[src/rtl/uart_tx_async_rst_if.sv]
// Parallel-side handshake and serial outputs of the UART transmitter.
interface uart_tx_async_rst_if #(
    parameter int DATA_BITS = 8
);
    logic [DATA_BITS-1:0] TX_DATA;
    logic                 TX_VALID;
    logic                 TX_READY;
    logic                 TX_OUT;
    logic                 BUSY;

    modport master (
        output TX_DATA,
        output TX_VALID,
        input  TX_READY,
        input  TX_OUT,
        input  BUSY
    );

    modport slave (
        input  TX_DATA,
        input  TX_VALID,
        output TX_READY,
        output TX_OUT,
        output BUSY
    );
endinterface

[src/rtl/uart_tx_async_rst.sv]
// UART transmitter: start bit, DATA_BITS LSB-first, STOP_BITS stop bits, all outputs registered.
// Define UART_TX_PARITY_EN to insert an even-parity bit between the data and stop bits.
module uart_tx_async_rst #(
    parameter int CLKS_PER_BIT = 4,
    parameter int DATA_BITS    = 8,
    parameter int STOP_BITS    = 1
) (
    input  logic               CLK,
    input  logic               RST,
    uart_tx_async_rst_if.slave tx
);

    localparam int CNT_W = $clog2(CLKS_PER_BIT);
    localparam int IDX_W = $clog2(DATA_BITS);
    localparam logic [CNT_W-1:0] CNT_LAST  = CNT_W'(CLKS_PER_BIT - 1);
    localparam logic [IDX_W-1:0] DATA_LAST = IDX_W'(DATA_BITS - 1);
    localparam logic [IDX_W-1:0] STOP_LAST = IDX_W'(STOP_BITS - 1);

`ifdef UART_TX_PARITY_EN
    typedef enum logic [2:0] {IDLE, START, DATA, PARITY, STOP} state_t;
`else
    typedef enum logic [2:0] {IDLE, START, DATA, STOP} state_t;
`endif

    state_t               state_q, state_d;
    logic [CNT_W-1:0]     cnt_q, cnt_d;
    logic [IDX_W-1:0]     idx_q, idx_d;
    logic [DATA_BITS-1:0] shift_q, shift_d;
    logic                 tx_out_q, tx_out_d;
    logic                 ready_q, ready_d;
    logic                 busy_q, busy_d;
`ifdef UART_TX_PARITY_EN
    logic                 parity_q, parity_d;
`endif
    logic                 bit_end;

    assign bit_end     = (cnt_q == CNT_LAST);
    assign tx.TX_OUT   = tx_out_q;
    assign tx.TX_READY = ready_q;
    assign tx.BUSY     = busy_q;

    always_ff @(posedge CLK or posedge RST) begin
        if (RST) begin
            state_q  <= IDLE;
            cnt_q    <= '0;
            idx_q    <= '0;
            shift_q  <= '0;
            tx_out_q <= 1'b1;
            ready_q  <= 1'b1;
            busy_q   <= 1'b0;
`ifdef UART_TX_PARITY_EN
            parity_q <= 1'b0;
`endif
        end else begin
            state_q  <= state_d;
            cnt_q    <= cnt_d;
            idx_q    <= idx_d;
            shift_q  <= shift_d;
            tx_out_q <= tx_out_d;
            ready_q  <= ready_d;
            busy_q   <= busy_d;
`ifdef UART_TX_PARITY_EN
            parity_q <= parity_d;
`endif
        end
    end

    // Outputs are computed one cycle ahead so that TX_OUT/TX_READY/BUSY come straight from flops.
    always_comb begin
        state_d  = state_q;
        cnt_d    = bit_end ? '0 : cnt_q + CNT_W'(1);
        idx_d    = idx_q;
        shift_d  = shift_q;
        tx_out_d = tx_out_q;
        ready_d  = ready_q;
        busy_d   = busy_q;
`ifdef UART_TX_PARITY_EN
        parity_d = parity_q;
`endif
        case (state_q)
            IDLE: begin
                cnt_d = '0;
                if (tx.TX_VALID) begin
                    state_d  = START;
                    shift_d  = tx.TX_DATA;
                    tx_out_d = 1'b0;
                    ready_d  = 1'b0;
                    busy_d   = 1'b1;
`ifdef UART_TX_PARITY_EN
                    parity_d = ^tx.TX_DATA;
`endif
                end
            end
            START: begin
                if (bit_end) begin
                    state_d  = DATA;
                    idx_d    = '0;
                    tx_out_d = shift_q[0];
                end
            end
            DATA: begin
                if (bit_end) begin
                    shift_d = shift_q >> 1;
                    if (idx_q == DATA_LAST) begin
                        idx_d = '0;
`ifdef UART_TX_PARITY_EN
                        state_d  = PARITY;
                        tx_out_d = parity_q;
`else
                        state_d  = STOP;
                        tx_out_d = 1'b1;
`endif
                    end else begin
                        idx_d    = idx_q + IDX_W'(1);
                        tx_out_d = shift_q[1];
                    end
                end
            end
`ifdef UART_TX_PARITY_EN
            PARITY: begin
                if (bit_end) begin
                    state_d  = STOP;
                    idx_d    = '0;
                    tx_out_d = 1'b1;
                end
            end
`endif
            STOP: begin
                if (bit_end) begin
                    if (idx_q == STOP_LAST) begin
                        state_d  = IDLE;
                        idx_d    = '0;
                        tx_out_d = 1'b1;
                        ready_d  = 1'b1;
                        busy_d   = 1'b0;
                    end else begin
                        idx_d = idx_q + IDX_W'(1);
                    end
                end
            end
            default: begin
                state_d  = IDLE;
                cnt_d    = '0;
                idx_d    = '0;
                tx_out_d = 1'b1;
                ready_d  = 1'b1;
                busy_d   = 1'b0;
            end
        endcase
    end

endmodule
[src/flat_wrapper.sv]
// flat-port wrapper written by rule: the top's interface ports become plain ports
module uart_tx_async_rst_flat 
#(
    parameter int CLKS_PER_BIT = 4,
    parameter int DATA_BITS    = 8,
    parameter int STOP_BITS    = 1
)
  (CLK, RST, tx_TX_DATA, tx_TX_VALID, tx_TX_READY, tx_TX_OUT, tx_BUSY);
  uart_tx_async_rst_if #(.DATA_BITS(DATA_BITS)) tx_i ();
  input  logic CLK;
  input  logic RST;
  input wire logic [$bits(tx_i.TX_DATA)-1:0] tx_TX_DATA;
  input wire logic [$bits(tx_i.TX_VALID)-1:0] tx_TX_VALID;
  output wire logic [$bits(tx_i.TX_READY)-1:0] tx_TX_READY;
  output wire logic [$bits(tx_i.TX_OUT)-1:0] tx_TX_OUT;
  output wire logic [$bits(tx_i.BUSY)-1:0] tx_BUSY;
  assign tx_i.TX_DATA = tx_TX_DATA;
  assign tx_i.TX_VALID = tx_TX_VALID;
  assign tx_TX_READY = tx_i.TX_READY;
  assign tx_TX_OUT = tx_i.TX_OUT;
  assign tx_BUSY = tx_i.BUSY;
  uart_tx_async_rst #(.CLKS_PER_BIT(CLKS_PER_BIT), .DATA_BITS(DATA_BITS), .STOP_BITS(STOP_BITS)) u_core (.CLK(CLK), .RST(RST), .tx(tx_i));
endmodule
[config.mk]
export PLATFORM = sky130hd
export DESIGN_NAME = uart_tx_async_rst_flat
export DESIGN_NICKNAME = d
export VERILOG_FILES = /design/src/rtl/uart_tx_async_rst_if.sv /design/src/rtl/uart_tx_async_rst.sv /design/src/flat_wrapper.sv
export SDC_FILE = /design/constraint.sdc
export NUM_CORES = 1
export LEC_CHECK = 0
export CAP_MARGIN = 15
export CORE_ASPECT_RATIO = 0.6
export CORE_MARGIN = 1.5
export CORE_UTILIZATION = 45
export DETAILED_ROUTE_END_ITERATION = 6
export GPL_TIMING_DRIVEN = 0
export PLACE_DENSITY = 0.67
export SETUP_SLACK_MARGIN = 0.05
export SLEW_MARGIN = 10
export SYNTH_ARGS = -nofsm -noshare
export SYNTH_HDL_FRONTEND = slang
export SYNTH_SLANG_ARGS = --single-unit
[constraint.sdc]
create_clock -name CLK -period 1.95 [get_ports CLK]
set_clock_uncertainty 0.05 [all_clocks]
set_input_delay 0.2925 -clock CLK [delete_from_list [all_inputs] [get_ports CLK]]
set_output_delay 0.2925 -clock CLK [all_outputs]
set_load 0.02 [all_outputs]
==> results of run 1 <==
report_power, final:
| part | internal [mW] | leakage [nW] | switching [mW] |
|---|---|---|---|
| registers | 0.573 | 0.210 | 0.112 |
| logic | 0.611 | 0.337 | 0.668 |
| clock network | 0.145 | 0.0228 | 0.123 |
per-layer routing:
metal	up-vias	wire [um]	share of wire [%]
met5	-	0	0
met4	0	0	0
met3	0	134	6.7
met2	18	942	47
met1	360	917	46
li1	362	-	-
through the flow:
step / util, % / instances / hold slack (ns) / worst slack [ns] / total power, mW
floorplan: - / 96 / 0.1796 / 0.1450 / 1.659
global placement: 55.74 / 139 / 0.3704 / 0.06328 / 1.892
detailed placement: 55.74 / 139 / 0.3790 / 0.02043 / 1.962
CTS: 57.92 / 143 / 0.3905 / 0.06254 / 2.236
global route: 57.98 / 143 / 0.4194 / 0.01639 / 2.403
finish: 57.98 / 143 / 0.3883 / 0.07240 / 2.231
cell families (layout without fill, tap and decap cells):
logic type                 count (synthesis)  after routing  share of synthesized area [%]
adders and majority gates                 10             10                          11.95
and+or+nand+nor                           21             21                          11.95
muxes                                     14             14                          14.22
AOI/OAI and AO/OA                         21             21                          13.38
DFF                                       18             18                          43.25
buffers and inverters                     12             29                          5.257
sequential cells by signal, summed over array words and instances (netlist names):
signal              count
u_core.tx.BUSY          1
u_core.tx.TX_READY      1
u_core.idx_q            3
u_core.cnt_q            2
u_core.shift_q          8
u_core.state_q          2
u_core.tx.TX_OUT        1
worst max-delay path, cell delays in order, from the launching register on:
cell,delay [ns]
dfrtp_1,0.39
inv_2,0.08
ha_1,0.21
buf_6,0.13
or3_4,0.37
a21oi_4,0.22
mux2_4,0.31
layout make-up:
type / instances / area share [%]
multi-input combinational: 66 / 42.87
inverter: 9 / 2.673
tap: 30 / 2.970
clock buffer: 4 / 3.564
sequential: 18 / 35.94
buffer: 3 / 1.683
timing repair buffer: 13 / 10.30
Yosys cell counts (all sizes together):
master  instances  share of area, %
dfrtp          16                38
nand2           2              0.72
nand3b          2               1.4
buf             3               2.0
o211ai          1              0.72
dfstp           2               5.0
and2b           1              0.84
nand2b          2               1.2
mux2i          10               9.6
inv             9               3.2
nor3            1              0.48
o221ai          1               1.4
o21ai           6               2.9
nor2           10               4.3
ha             10                12
a21oi          13               8.4
mux2            4               4.7
nor2b           2               1.9
or3             1               1.1
timing repair:
item                                    in CTS  in global routing
endpoints found under the hold margin        0                  0
cloned                                       0                  0
pin swaps                                    1                  1
hold buffers                                 0                  0
endpoints found under the setup margin       2                  4
resized for setup                            1                  2
path summary, 6_finish.rpt:
check	from	end	slack (ns)
worst max-delay path	u_core.state_q[0]	u_core.idx_q[0]	0.07
worst min-delay path	RST	u_core.state_q[0]	0.39
worst max register to register	u_core.state_q[0]	u_core.idx_q[0]	0.07
worst min register to register	u_core.cnt_q[0]	u_core.cnt_q[0]	0.39
max in group asynchronous	RST	u_core.state_q[1]	0.98
min in group CLK	u_core.cnt_q[0]	u_core.cnt_q[0]	0.39
==> flow_summary.yaml, run 1 <==
run_status:
  outcome: "complete, no violations"
finish:
  ff_latch_area_um2: 454.2
  multi_input_area_um2: 541.8
  final_cell_mix: "dfrtp_1, clkdlybuf4s50_1, a21oi_1"
  diodes: 0
  stdcell_area_mm2: 0.001264
  drive_gt1_share_pct: 19.47
  layout_commonest_cell: "dfrtp_1"
  fillers: 211
  layout.nets: 135
  areaGrowthSynthToFinish_pct: 20.67
place:
  portBuffers: 13
  dp_hpwl_um: 1527
  place_congestion: 0.7729
  place_area_mm2: 0.001215
synthesis:
  yosysWarnings: 0
  synth_cell_types: 24
  synth_cells: 96
  synth_nets: 117
  avgSynthCellArea_um2: 10.91
  mappedNetlistArea_mm2: 0.001047
  ys_seq_elements: 18
  ys_seq_area_share_pct: 43.25
floorplanning:
  die_y_um: 40.37
  ioPinCount: 14
  placementRows: 13
  initial_utilization_pct: 48.05
  die-area_mm2: 0.002635
  core_mm2: 0.002180
  die_width_um: 65.28
power:
  p_leak_nw: 0.5699
  p_per_area_mw_per_mm2: 1765
  vdd_drop_max_mv: 0.7126
grt:
  grt_use_total_pct: 16.49
  use_met1_pct: 20.50
  met3_usage_pct: 6.461
  gr-usage-met2_pct: 28.83
  grt-busiest-layer: "met2"
  grt_max_degree: 19
  antenna_found_initial: 0
  grt_pass1_wl_um: 3139
  grt_pass1_vias: 694
  overflow: 0
timing:
  slew_viol_final: 0
  finalSetupTns_ns: 0
  slew_headroom_pct: 54.18
  hold_viol: 0
  period_share_pct: 96.29
  tightest_slew_ns: 0.6866
  final-setup-viol-count: 0
  final.min_clock_period_ns: 1.878
  fmax_mhz: 532.6
  grt_setup_unrepaired: "true"
min_path:
  hold_class: "in2async"
detailed_routing:
  wire_per_inst_um: 13.94
  num_vias: 740
  drcViolationCount: 0
  ant_nets: 0
  first_pass_iters: 4
  wl_um: 1993
  vias_per_cell: 5.175
  first_iter_violations: 50
cts:
  clock_sinks: 18
  cts_setup_buffers: 0
  cts_buffers: 3
  cts.clk_slew.worst_paths_ns: 0.07
  clock-root-buffer: "clkbuf_8"
  cts_buffer_depth: 2
  htreeDepth: 1
  cts_tree: "built"
  clk_latency_ns: 0.25
critical_path:
  cp.arrival_ns: 1.97
  critPathKind: "reg2reg"
  crit_path_start_kind: "flop"
  crit_required_ns: 2.04
  endpoint_kind: "flop"
  cp_max_fo: 7
  r2r_cells: 6
job:
  drv_cap: 0
Power figures use the tool's default switching activity.
==> run 2: changes to the inputs <==
--- a/config.mk
+++ b/config.mk
@@ -13,5 +13,4 @@
 export GPL_TIMING_DRIVEN = 0
 export PLACE_DENSITY = 0.67
-export SETUP_SLACK_MARGIN = 0.05
 export SLEW_MARGIN = 10
 export SYNTH_ARGS = -nofsm -noshare
==> constraint.sdc (replaced) <==
create_clock -name CLK -period 1.95 [get_ports CLK]
set_clock_uncertainty 0.05 [all_clocks]
set_input_delay 0.195 -clock CLK [delete_from_list [all_inputs] [get_ports CLK]]
set_output_delay 0.195 -clock CLK [all_outputs]
set_load 0.02 [all_outputs]
==> run 2 against run 1 <==
Sequential share of layout area is 0.064 points lower; clock-buffer cell count stayed put; cell count stayed put; routed wire length stayed put; first-iteration DRC count stayed put; global-route usage stayed put; sequential power hardly changed; sequential cell count stayed put; non-clock buffer count stayed put; via count stayed put; largest cell class unchanged.
==> flow_summary.yaml, run 2 (synthesis results as in run 1) <==
finish:
  diodes: 0
  areaGrowthSynthToFinish_pct: 20.55
  instances_no_fill: 143
  drive_gt1_share_pct: 18.58
  layout.nets: 135
  stdcell_area_mm2: 0.001262
  largest_register_ffs: 8
  final_cell_mix: "dfrtp_1, clkdlybuf4s50_1, a21oi_1"
  reg.largest.list: "u_core.shift_q (8), u_core.idx_q (3)"
  layout_commonest_cell: "dfrtp_1"
  top_register: "u_core.shift_q"
detailed_routing:
  wl_um: 1993
  num_vias: 740
  drcViolationCount: 0
  topRoutingLayerUsed: "met3"
  ant_nets: 0
  met1_length_um: 917
  met2WireLength_um: 942
  dr_wl_met3_um: 134
  wire_per_inst_um: 13.94
  first_iter_violations: 50
  first_pass_iters: 4
  vias_per_cell: 5.175
critical_path:
  r2r_cells: 6
  rr_endpoint: "u_core.idx_q[0]"
  crit_path_cell_trace: "inv_2 > ha_1 > buf_6 > or3_4 > a21oi_4 > mux2_4"
  rrSetupSlack_ns: 0.07
  endpoint_kind: "flop"
  crit_family: "flip-flops"
  critPathMaxStageDelay_ns: 0.39
  critPathKind: "reg2reg"
  crit_slowest_cell: "dfrtp_1"
  crit_required_ns: 2.04
  cp.arrival_ns: 1.97
  crit_path_start_kind: "flop"
  cp-startpoint: "u_core.state_q[0]"
  cp_max_fo: 7
  timing.critical_path.buf_inv: 2
  reg2reg_from: "u_core.state_q[0]"
timing:
  finalSetupTns_ns: 0
  final.setup.worst_slack_ns: 0.07240
  fmax_mhz: 532.6
  final.min_clock_period_ns: 1.878
  slew_viol_final: 0
  period_share_pct: 96.29
  slew_headroom_pct: 54.17
  grt_setup_unrepaired: "false"
  hold_ws_ns: 0.2909
  tightest_slew_ns: 0.6867
  hold_viol: 0
  final-setup-viol-count: 0
cts:
  htreeDepth: 1
  clock-root-buffer: "clkbuf_8"
  cts_tree: "built"
  cts.clk_slew.worst_paths_ns: 0.07
  postCtsHoldBufs: 0
  clock_sinks: 18
  cts_buffers: 3
  clk_latency_ns: 0.25
  cts_buffer_depth: 2
power:
  p_switching_mw: 0.9023
  p_per_area_mw_per_mm2: 1765
  p_comb_share_pct: 57.4
  swShare_pct: 40.49
  intPower_mw: 1.326
  p_seq_share_pct: 30.6
  p_leak_nw: 0.5710
  p_clk_share_pct: 12.0
  vdd_drop_max_mv: 0.7126
grt:
  grt_max_degree: 19
  grt_use_total_pct: 16.49
  grt_pass1_wl_um: 3139
  overflow: 0
  grt_pass1_vias: 694
  antenna_found_initial: 0
min_path:
  hold_class: "in2async"
place:
  dp_hpwl_um: 1527
  dp_slack_ns: 0.02043
  place_inst: 139
  portBuffers: 13
  place_congestion: 0.7729
  place_area_mm2: 0.001215
floorplanning:
  initial_utilization_pct: 48.05
  die_width_um: 65.28
  die-area_mm2: 0.002635
  placementRows: 13
  die_y_um: 40.37
  core_mm2: 0.002180
  ioPinCount: 14
run_status:
  outcome: "complete, no violations"
job:
  drv_cap: 0
[run 2: cell counts in the layout (fill, tap and decap cells not counted)]
No cell type changed its count.
[run 2: worst max path at each step]
stage                                  to  slack [ns]  cells past startpoint
after floorplan           u_core.idx_q[0]        0.14                      6
after global placement     u_core.tx.BUSY        0.06                      6
after detailed placement   u_core.tx.BUSY        0.02                      6
after CTS                  u_core.tx.BUSY        0.01                      6
after global routing       u_core.tx.BUSY       0.008                      6
final                     u_core.idx_q[0]        0.07                      6
[run 2: per-layer routing]
| metal | vias to the layer above | global-route usage [%] |
|---|---|---|
| met1 | 360 | 20.50 |
| li1 | 362 | - |
| met5 | - | 0 |
| met3 | 0 | 6.461 |
| met2 | 18 | 28.83 |
| met4 | 0 | 1.563 |
[run 2: timing repair]
action / in CTS / in global routing
setup endpoints to repair: 0 / 11
resized for setup: 0 / 2
buffers inserted: 0 / 0
hold endpoints to repair: 0 / 0
[run 2: final cells by class]
| type | count | area [um2] |
|---|---|---|
| plain buffers | 3 | 21.27 |
| clock buffers | 4 | 45.04 |
| fillers | 212 | 917.1 |
| inverters | 9 | 33.78 |
| multi-input cells | 66 | 541.8 |
| flip-flops and latches | 18 | 452.9 |
| well taps | 30 | 37.54 |
| repair buffers | 13 | 130.1 |
[run 2: power groups by stage]
stage / clock network [mW] / registers [mW] / logic [mW]
after detailed placement: 0 / 0.685 / 1.28
after CTS: 0.276 / 0.679 / 1.28
after floorplan: 0 / 0.695 / 0.964
after global placement: 0 / 0.675 / 1.22
after global routing: 0.295 / 0.703 / 1.40
final: 0.268 / 0.682 / 1.28
[run 2: per-stage QoR]
stage,power [mW],util (%)
final,2.228,57.92
after floorplan,1.659,-
after detailed placement,1.962,55.74
after CTS,2.234,57.81
after global routing,2.401,57.92
after global placement,1.892,55.74
